==> src/rtl/uart_frame_rx.sv <==
// 8N1 UART receiver that assembles 0x55 ... 0x0D 0x0A command frames into an 88-bit word.
// Optional idle timeout in COLLECT is compiled in with `define UART_RX_TIMEOUT_EN.
module uart_frame_rx #(
  parameter int CLK_FREQ = 100_000_000,
  parameter int BAUD     = 115200
) (
  input  logic        clk,
  input  logic        rst_n,
  input  logic        uart_rx,
  output logic [87:0] receive_data,
  output logic [3:0]  receive_data_bytes,
  output logic        RX_interrupt,
  input  logic        RX_interrupt_clear,
  output logic        frame_error,
  output logic        overrun
);

  localparam int CLKS_PER_BIT = CLK_FREQ / BAUD;
  localparam int HALF_BIT     = CLKS_PER_BIT / 2;
  localparam int CNT_W        = $clog2(CLKS_PER_BIT + 1);
  localparam logic [CNT_W-1:0] LAST_FULL = CNT_W'(CLKS_PER_BIT - 1);
  localparam logic [CNT_W-1:0] LAST_HALF = CNT_W'(HALF_BIT - 1);

  typedef enum logic [1:0] {B_IDLE, B_START, B_DATA, B_STOP} bit_state_t;
  typedef enum logic {F_HUNT, F_COLLECT} frame_state_t;

  logic             r_rx_s1;
  logic             r_rx_s2;
  logic             r_rx_d;
  logic             w_fall;

  bit_state_t       r_bit_state;
  logic [CNT_W-1:0] r_bit_cnt;
  logic [2:0]       r_bit_idx;
  logic [7:0]       r_shift;
  logic [7:0]       r_byte;
  logic             r_byte_vld;
  logic             r_stop_err;

  frame_state_t     r_frame_state;
  logic [87:0]      r_buf;
  logic [3:0]       r_count;
  logic [87:0]      r_data;
  logic [3:0]       r_bytes;
  logic             r_irq;
  logic             r_ferr;
  logic             r_ovr;

  logic [3:0]       w_next_count;
  logic [87:0]      w_next_buf;
  logic             w_term;
  logic             w_can_latch;
  logic             w_timeout;

  // Two-flop synchroniser plus one history flop for falling-edge detection.
  always_ff @(posedge clk or negedge rst_n) begin
    if (!rst_n) begin
      r_rx_s1 <= 1'b1;
      r_rx_s2 <= 1'b1;
      r_rx_d  <= 1'b1;
    end else begin
      r_rx_s1 <= uart_rx;
      r_rx_s2 <= r_rx_s1;
      r_rx_d  <= r_rx_s2;
    end
  end

  assign w_fall = r_rx_d & ~r_rx_s2;

  always_ff @(posedge clk or negedge rst_n) begin
    if (!rst_n) begin
      r_bit_state <= B_IDLE;
      r_bit_cnt   <= '0;
      r_bit_idx   <= '0;
      r_shift     <= '0;
      r_byte      <= '0;
      r_byte_vld  <= 1'b0;
      r_stop_err  <= 1'b0;
    end else begin
      r_byte_vld <= 1'b0;
      r_stop_err <= 1'b0;
      case (r_bit_state)
        B_IDLE: begin
          if (w_fall) begin
            r_bit_state <= B_START;
            r_bit_cnt   <= '0;
          end
        end
        B_START: begin
          if (r_bit_cnt == LAST_HALF) begin
            r_bit_cnt <= '0;
            if (!r_rx_s2) begin
              r_bit_state <= B_DATA;
              r_bit_idx   <= '0;
            end else begin
              r_bit_state <= B_IDLE;
            end
          end else begin
            r_bit_cnt <= r_bit_cnt + 1'b1;
          end
        end
        B_DATA: begin
          if (r_bit_cnt == LAST_FULL) begin
            r_bit_cnt <= '0;
            r_shift   <= {r_rx_s2, r_shift[7:1]};
            if (r_bit_idx == 3'd7) begin
              r_bit_state <= B_STOP;
            end else begin
              r_bit_idx <= r_bit_idx + 1'b1;
            end
          end else begin
            r_bit_cnt <= r_bit_cnt + 1'b1;
          end
        end
        B_STOP: begin
          if (r_bit_cnt == LAST_FULL) begin
            r_bit_cnt   <= '0;
            r_bit_state <= B_IDLE;
            if (r_rx_s2) begin
              r_byte     <= r_shift;
              r_byte_vld <= 1'b1;
            end else begin
              r_stop_err <= 1'b1;
            end
          end else begin
            r_bit_cnt <= r_bit_cnt + 1'b1;
          end
        end
        default: r_bit_state <= B_IDLE;
      endcase
    end
  end

  // While collecting, r_buf[7:0] always holds the previous byte of this frame.
  assign w_next_count = r_count + 4'd1;
  assign w_next_buf   = {r_buf[79:0], r_byte};
  assign w_term       = (r_byte == 8'h0A) && (r_buf[7:0] == 8'h0D) && (w_next_count >= 4'd3);
  assign w_can_latch  = !r_irq || RX_interrupt_clear;

`ifdef UART_RX_TIMEOUT_EN
  localparam int TO_CYCLES = 16 * CLKS_PER_BIT;
  localparam int TO_W      = $clog2(TO_CYCLES + 1);
  localparam logic [TO_W-1:0] TO_LIMIT = TO_W'(TO_CYCLES);

  logic [TO_W-1:0] r_to_cnt;

  // Saturates at the limit; fires only while no byte is being received.
  always_ff @(posedge clk or negedge rst_n) begin
    if (!rst_n) begin
      r_to_cnt <= '0;
    end else if ((r_frame_state != F_COLLECT) || r_byte_vld) begin
      r_to_cnt <= '0;
    end else if (r_to_cnt != TO_LIMIT) begin
      r_to_cnt <= r_to_cnt + 1'b1;
    end
  end

  assign w_timeout = (r_frame_state == F_COLLECT) && (r_to_cnt == TO_LIMIT) &&
                     (r_bit_state == B_IDLE);
`else
  assign w_timeout = 1'b0;
`endif

  always_ff @(posedge clk or negedge rst_n) begin
    if (!rst_n) begin
      r_frame_state <= F_HUNT;
      r_buf         <= '0;
      r_count       <= '0;
      r_data        <= '0;
      r_bytes       <= '0;
      r_irq         <= 1'b0;
      r_ferr        <= 1'b0;
      r_ovr         <= 1'b0;
    end else begin
      r_ferr <= 1'b0;
      r_ovr  <= 1'b0;
      if (RX_interrupt_clear) begin
        r_irq <= 1'b0;
      end
      if (r_stop_err) begin
        r_ferr        <= 1'b1;
        r_frame_state <= F_HUNT;
        r_count       <= '0;
      end else if (r_byte_vld) begin
        case (r_frame_state)
          F_HUNT: begin
            if (r_byte == 8'h55) begin
              r_buf         <= {80'd0, 8'h55};
              r_count       <= 4'd1;
              r_frame_state <= F_COLLECT;
            end
          end
          F_COLLECT: begin
            if (w_term) begin
              if (w_can_latch) begin
                r_data  <= w_next_buf;
                r_bytes <= w_next_count;
                r_irq   <= 1'b1;
              end else begin
                r_ovr <= 1'b1;
              end
              r_frame_state <= F_HUNT;
              r_count       <= '0;
            end else if (w_next_count == 4'd11) begin
              r_ferr        <= 1'b1;
              r_frame_state <= F_HUNT;
              r_count       <= '0;
            end else begin
              r_buf   <= w_next_buf;
              r_count <= w_next_count;
            end
          end
          default: r_frame_state <= F_HUNT;
        endcase
      end else if (w_timeout) begin
        r_ferr        <= 1'b1;
        r_frame_state <= F_HUNT;
        r_count       <= '0;
      end
    end
  end

  assign receive_data       = r_data;
  assign receive_data_bytes = r_bytes;
  assign RX_interrupt       = r_irq;
  assign frame_error        = r_ferr;
  assign overrun            = r_ovr;

endmodule

==> config.mk <==
export PLATFORM = sky130hd
export DESIGN_NAME = uart_frame_rx
export DESIGN_NICKNAME = d
export VERILOG_FILES = /design/src/rtl/uart_frame_rx.sv
export SDC_FILE = /design/constraint.sdc
export NUM_CORES = 1
export LEC_CHECK = 0
export ABC_AREA = 0
export BUFFER_PORTS_ARGS = -buffer_cell sky130_fd_sc_hd__buf_2
export CORE_MARGIN = 1.5
export CORE_UTILIZATION = 60
export DETAILED_ROUTE_END_ITERATION = 6
export PLACE_DENSITY_LB_ADDON = 0.15
export SLEW_MARGIN = 10
export SYNTH_ARGS = -nofsm -noshare
export SYNTH_HDL_FRONTEND = slang
export SYNTH_SLANG_ARGS = --single-unit
==> constraint.sdc <==
create_clock -name clk -period 3.1 [get_ports clk]
set_input_delay 0.62 -clock clk [delete_from_list [all_inputs] [get_ports clk]]
set_output_delay 0.62 -clock clk [all_outputs]
set_load 0.02 [all_outputs]
# ---- Yosys cells after proc, flatten, opt, wreduce, memory -nomap -nowiden
# Cells that the tools add are included.
dict set report classes {
  n_bitwise 4
  n_reduce_logical 15
  n_mul 0
  div 0
  n_addsub 3
  n_shift 0
  order_cmp 1
  n_eq_ne 21
  n_mux 54
}
# cell n
set op_table {}
lappend op_table {{$mux 80} 3}
lappend op_table {{$pmux 80 s2} 1}
lappend op_table {{$mux 10} 3}
lappend op_table {{$pmux 10 s3} 1}
lappend op_table {{$mux 1} 27}
lappend op_table {{$mux 4} 5}
lappend op_table {{$ne 2x2->1 const B} 10}
lappend op_table {{$reduce_and 5->1} 4}
lappend op_table {{$eq 8x4->1 const B} 2}
lappend op_table {{$mux 2} 6}
lappend op_table {{$mux 3} 4}
lappend op_table {{$add 10x1->10 const B} 1}
lappend op_table {{$eq 10x10->1 const B} 1}
lappend op_table {{$eq 10x9->1 const B} 1}
lappend op_table {{$eq 8x7->1 const B} 1}
lappend op_table {{$pmux 2 s4} 1}
lappend op_table {{$pmux 4 s2} 1}
lappend op_table {{$pmux 3 s2} 1}
lappend op_table {{$add 4x1->4 const B} 1}
lappend op_table {{$eq 2x2->1 const B} 2}
lappend op_table {{$eq 4x4->1 const B} 1}
lappend op_table {{$ge 4x2->1 const B} 1}
lappend op_table {{$reduce_and 2->1} 2}
lappend op_table {{$reduce_bool 2->1} 2}
lappend op_table {{other kinds (13)} 16}
dict set report word_totals {
  mem_count 0
  ff_bits 216
  in_bits 4
  mem_bits_ro 0
  ram_bits 0
  elab_cells 116
  out_inout_bits 95
  latchBits 0
}

# ---- Longest topological paths before layout
dict set report logic_depth {
  word_depth 7
  ltp_mapped 9
  mapped_depth_nobuf 7
}

# ---- Worst setup path before layout
# OpenSTA, ideal clock, no wires.
dict set report synth_path {
  path_kind {register to register}
  from {register r_count[0]}
  to {register r_buf[70]}
  setup_ns 0.141
  slack_ns 0.994
  path_stages_with_launch 8
  required_time_ns 2.959
  arrival_ns 1.966
  n_path_buf 2
  period_less_slack_ns 2.106
  path_cell_list {dfrtp_1 > ha_1 > nor4_1 > a211oi_2 > nor2_1 > buf_2 > buf_2 > o221ai_1}
}
dict set report synth_between {
  elab_chain_cells 5
  word_cells_on_any_way 7
  classes_between {add/sub: 1; order compare: 1; eq/ne: 3; reduce/logical: 2}
}
# element line_no
set synth_lines {}
lappend synth_lines {{start: declaration} 42} ;# logic [3:0] r_count;
lappend synth_lines {{start signal: assignment} 210} ;# r_count <= w_next_count;
lappend synth_lines {{$add 4x1->4 *} 135} ;# assign w_next_count = r_count + 4'd1;
lappend synth_lines {{$ge 4x2->1} 137} ;# assign w_term = (r_byte == 8'h0A) && (r_buf[7:0] == 8'h0D) && (w_next_count >= 4'd3);
lappend synth_lines {{$logic_and 1x1->1} 137}
lappend synth_lines {{$ne 2x2->1 (no source line)} --}
lappend synth_lines {{$reduce_and 5->1 (no source line) *} --}
lappend synth_lines {{end signal: assignment} 188} ;# r_buf <= {80'd0, 8'h55};
lappend synth_lines {{end signal: assignment} 209} ;# r_buf <= w_next_buf;
lappend synth_lines {{end: declaration} 41} ;# logic [87:0] r_buf;
# Mark *: on every way between the ends. The rest lies on a longest branch, timed or not.
# A chain may end at the register's enable or synchronous reset.

# ---- Worst setup path in the final report
dict set report layout_path {
  from {register r_count[0]}
  to {register r_buf[76]}
}
dict set report layout_between {
  elab_chain_cells 5
  word_cells_on_any_way 7
  classes_between {add/sub: 1; order compare: 1; eq/ne: 3; reduce/logical: 2}
}
# element line_no
set layout_lines {}
lappend layout_lines {{$add 4x1->4 *} 135}
lappend layout_lines {{named net w_next_count[0]} 49} ;# logic [3:0] w_next_count;
lappend layout_lines {{$ge 4x2->1} 137}
lappend layout_lines {{$logic_and 1x1->1} 137}
lappend layout_lines {{$ne 2x2->1 (no source line)} --}
lappend layout_lines {{$reduce_and 5->1 (no source line) *} --}
# Mark *: on every way through the listed nets, which the timed path passes. The rest lies on a longest branch.

==> summary.md <==
| Metric | Value |
|---|---|
| Critical register-to-register path startpoint | r_count[0]$_DFFE_PN0P_ |
| Synth unique cells | 61 |
| Clock Skew | about 7.0 ps |
| Layout fillers | 1,091 |
| CP peak stage delay | 450 ps |
| Overall Global Routing Usage | 25.3% |
| HPWL Detailed | 13,100 µm |
| Area leader, netlist | dfrtp_1 |
| Share of layout cells above drive strength 1 | 31.7% |
| Slew @ Worst Pin | 920 ps |
| Critical path arrival | about 3000 ps |
| Clock power frac | 48.7% |
| Std cell rows | 45 |
| Vias per cell | 5.99 |
| Final Instance Area | about 0.011 mm² |
| Flop pwr share | 49.5% |
| Die area | ~0.017 mm² |
| CP max FO | 23 |
| Post-synth EDFFs | 0 |
| Vias | ~6,400 |
| Fmax | 0.386 GHz |
| Routed wire length per instance | 19.0 µm |
| Setup tns final | 0 ps |
| Final hold violation count | 0 |
| WS Path Type | reg2reg |
| N_diodes | 0 |
| Yosys warns | 0 |
| Clk slew on worst S/H paths | 60 ps |
| Grt total ovfl | 0 |
| Cell Pwr Density | between 500 and 600 mW/mm² |
| Pin count of the biggest net entering global routing | 90 |
| Total CTS buffers | 22 |
| Worst setup EP type | flop |
| Port buffer count | 98 |
| Endpoints failing setup | 0 |
| Sw frac | 20.2% |
| GPL Wtd Cong | 0.838 |
| Sequential share of the synthesized area | 56.6% |
| Post-synth top cells | 213 x dfrtp_1, 178 x nand2_1, 60 x mux2_4, 54 x o221ai_1, 25 x clkbuf_1 |
| Critical-path cell list | inv_1, ha_1, nand2_1, nor3_1, a41oi_1, nand3_2, buf_4, o221ai_1 |
| Max cap viols | 0 |
| Async SR Flop Fraction | 100% |
| Status | complete, no violations |
| Post-Syn Instances | 765 |
| Vias in the first global route | 6,513 |
| Post CTS Setup Buffer Count | 0 |
| Post-CTS sizing | 0 |
| CTS sink cnt | 216 |
| Total Wirelength | slightly above 20,000 µm |
| Slew Viols, Final | 0 |
| Post-synth top area share | 55.8% |
| Tmin final | ~2600 ps |
| # H-tree levels | 1 |
| Unrepaired setup endpoints after global routing | no |
| Critical Path Start | r_count[0]$_DFFE_PN0P_ |
| Worst IR drop on VDD | 0.360 mV |
| Final ANT Viol Nets | 0 |
| Final Cycle Share | 83.6% |
| Worst Hold Class | in2async |
| DIE HEIGHT | 129 µm |
| Root Buffer | clkbuf_16 |
| NetSw | 0.00116 W |
| I/O Pins | 99 |
| DRT Pass-1 Iters | 5 |
| DIE WIDTH | 129 µm |
| # nets final | 858 |
| Slowest-stage cell, CP | a41oi_1 |
| CP Buf/Inv Count | 2 |
| Initial antenna violation count | 0 |
| CP top delay family | compound AO/OA/AOI/OAI gates |
| Initial Util | 62.2% |
| Pleak | 5.20 nW |
| CP required | roughly 3500 ps |
| Flops & latches, synth | 216 |
| Logic gate share of total power | 1.8% |
| Worst-skew pair later-pin latency | approximately 500 ps |
| CTS tree | yes |
| Mapped Area | 0.00955 mm² |
| Synthesis-to-finish area growth | 13.8% |
| Placement Cell Area | 0.0101 mm² |
| Syn_area_per_cell | 12.5 µm² |
| Internal Pwr Total | 0.00460 W |
| Slew HR | 38.2% |
| Syn nets | 775 |
| Most frequent cell after synthesis | dfrtp_1 |
| CP startpoint kind | flop |
| Clock buffer depth | 3 |
| DRT iter0 DRCs | 479 |
| First-pass GRT wire length | 33,800 µm |
| R2r setup slk | 510 ps |
| Synth top area cells | dfrtp_1 56%, mux2_4 9.4%, nand2_1 7.0% |
| Most used DFF post-synth | dfrtp_1 |
| Hold buffer count at cts | 0 |
| Core ar. | 0.0154 mm² |
| Remaining DRCs | 0 |
## power groups by stage
stage	registers (W)	clock network, W	logic [W]
3_5_place_dp	0.00290	0	0.000108
5_1_grt	0.00285	0.00296	0.000124
4_1_cts	0.00285	0.00285	0.000108
6_report	0.00285	0.00280	0.000104
2_1_floorplan	0.00290	0	0.0000377
3_3_place_gp	0.00290	0	0.000105
## layout make-up
type	instances	area [µm²]	share of cell area (%)
clock buffer	31	626	5.75
clock inverter	9	145	1.33
inverter	10	37.5	0.345
multi-input combinational	487	3740	34.4
sequential	216	5410	49.8
tap	211	264	2.43
timing repair buffer	111	647	5.95
## worst paths after layout
kind | cells past startpoint | end
setup / recovery | 8 | r_buf[76]$_DFFE_PN0P_
hold / removal | 1 | receive_data[0]$_DFFE_PN0P_
setup reg to reg | 8 | r_buf[76]$_DFFE_PN0P_
hold reg to reg | 0 | r_rx_s2$_DFF_PN1_
max in group asynchronous | 2 | receive_data[38]$_DFFE_PN0P_
min in group clk | 1 | r_rx_s1$_DFF_PN1_
## logic make-up (layout without fill, tap and decap cells)
family	count (synthesis)	count (layout)	share of synthesized area, %
xor+xnor	4	4	0.367
flops	216	216	56.6
fa+ha+maj	6	6	0.786
buf+inv	62	161	4.32
mux	95	95	13.5
simple gates	259	259	12.5
compound gates	123	123	11.9
## layout by cell type, fill, tap and decap left out, drive strengths merged, types with 7 or more instances in the layout
master	netlist	routed
nand2	178	178
or2	8	8
nor2b	14	14
nor2	14	14
o21ai	11	11
nand2b	9	9
mux2	91	91
o221ai	73	73
inv	10	10
a21oi	7	7
nand3	7	7
dfrtp	213	213
clkbuf	25	32
buf	27	110
## registers in the layout (all words and copies together) (netlist names), 3 cells and up, named ones only
name                cells
r_bit_cnt              10
r_bit_idx               3
r_buf                  80
r_byte                  8
r_count                 4
r_shift                 8
receive_data           88
receive_data_bytes      4
## per-layer routing
| metal | vias to the layer above | global-route usage, % | wire, µm |
|---|---|---|---|
| met1 | 3281 | 35.4 | 8980 |
| met3 | 34 | 3.26 | 875 |
| met5 | - | 0 | 0 |
| li1 | 2921 | - | - |
| met2 | 200 | 42.4 | 10100 |
| met4 | 0 | 6.54 | 454 |
## through the flow
step	total power (W)	worst slack (ps)	instances	utilization [%]	hold WS (ps)
after floorplan	0.00293	994	765	-	324
after global placement	0.00301	683	1035	65.7	351
after detailed placement	0.00301	562	1035	65.7	356
after CTS	0.00581	551	1075	70.7	102
after global routing	0.00594	260	1075	70.7	121
final	0.00576	508	1075	70.7	84.0
Note: power is estimated with default switching activity, not from simulation.
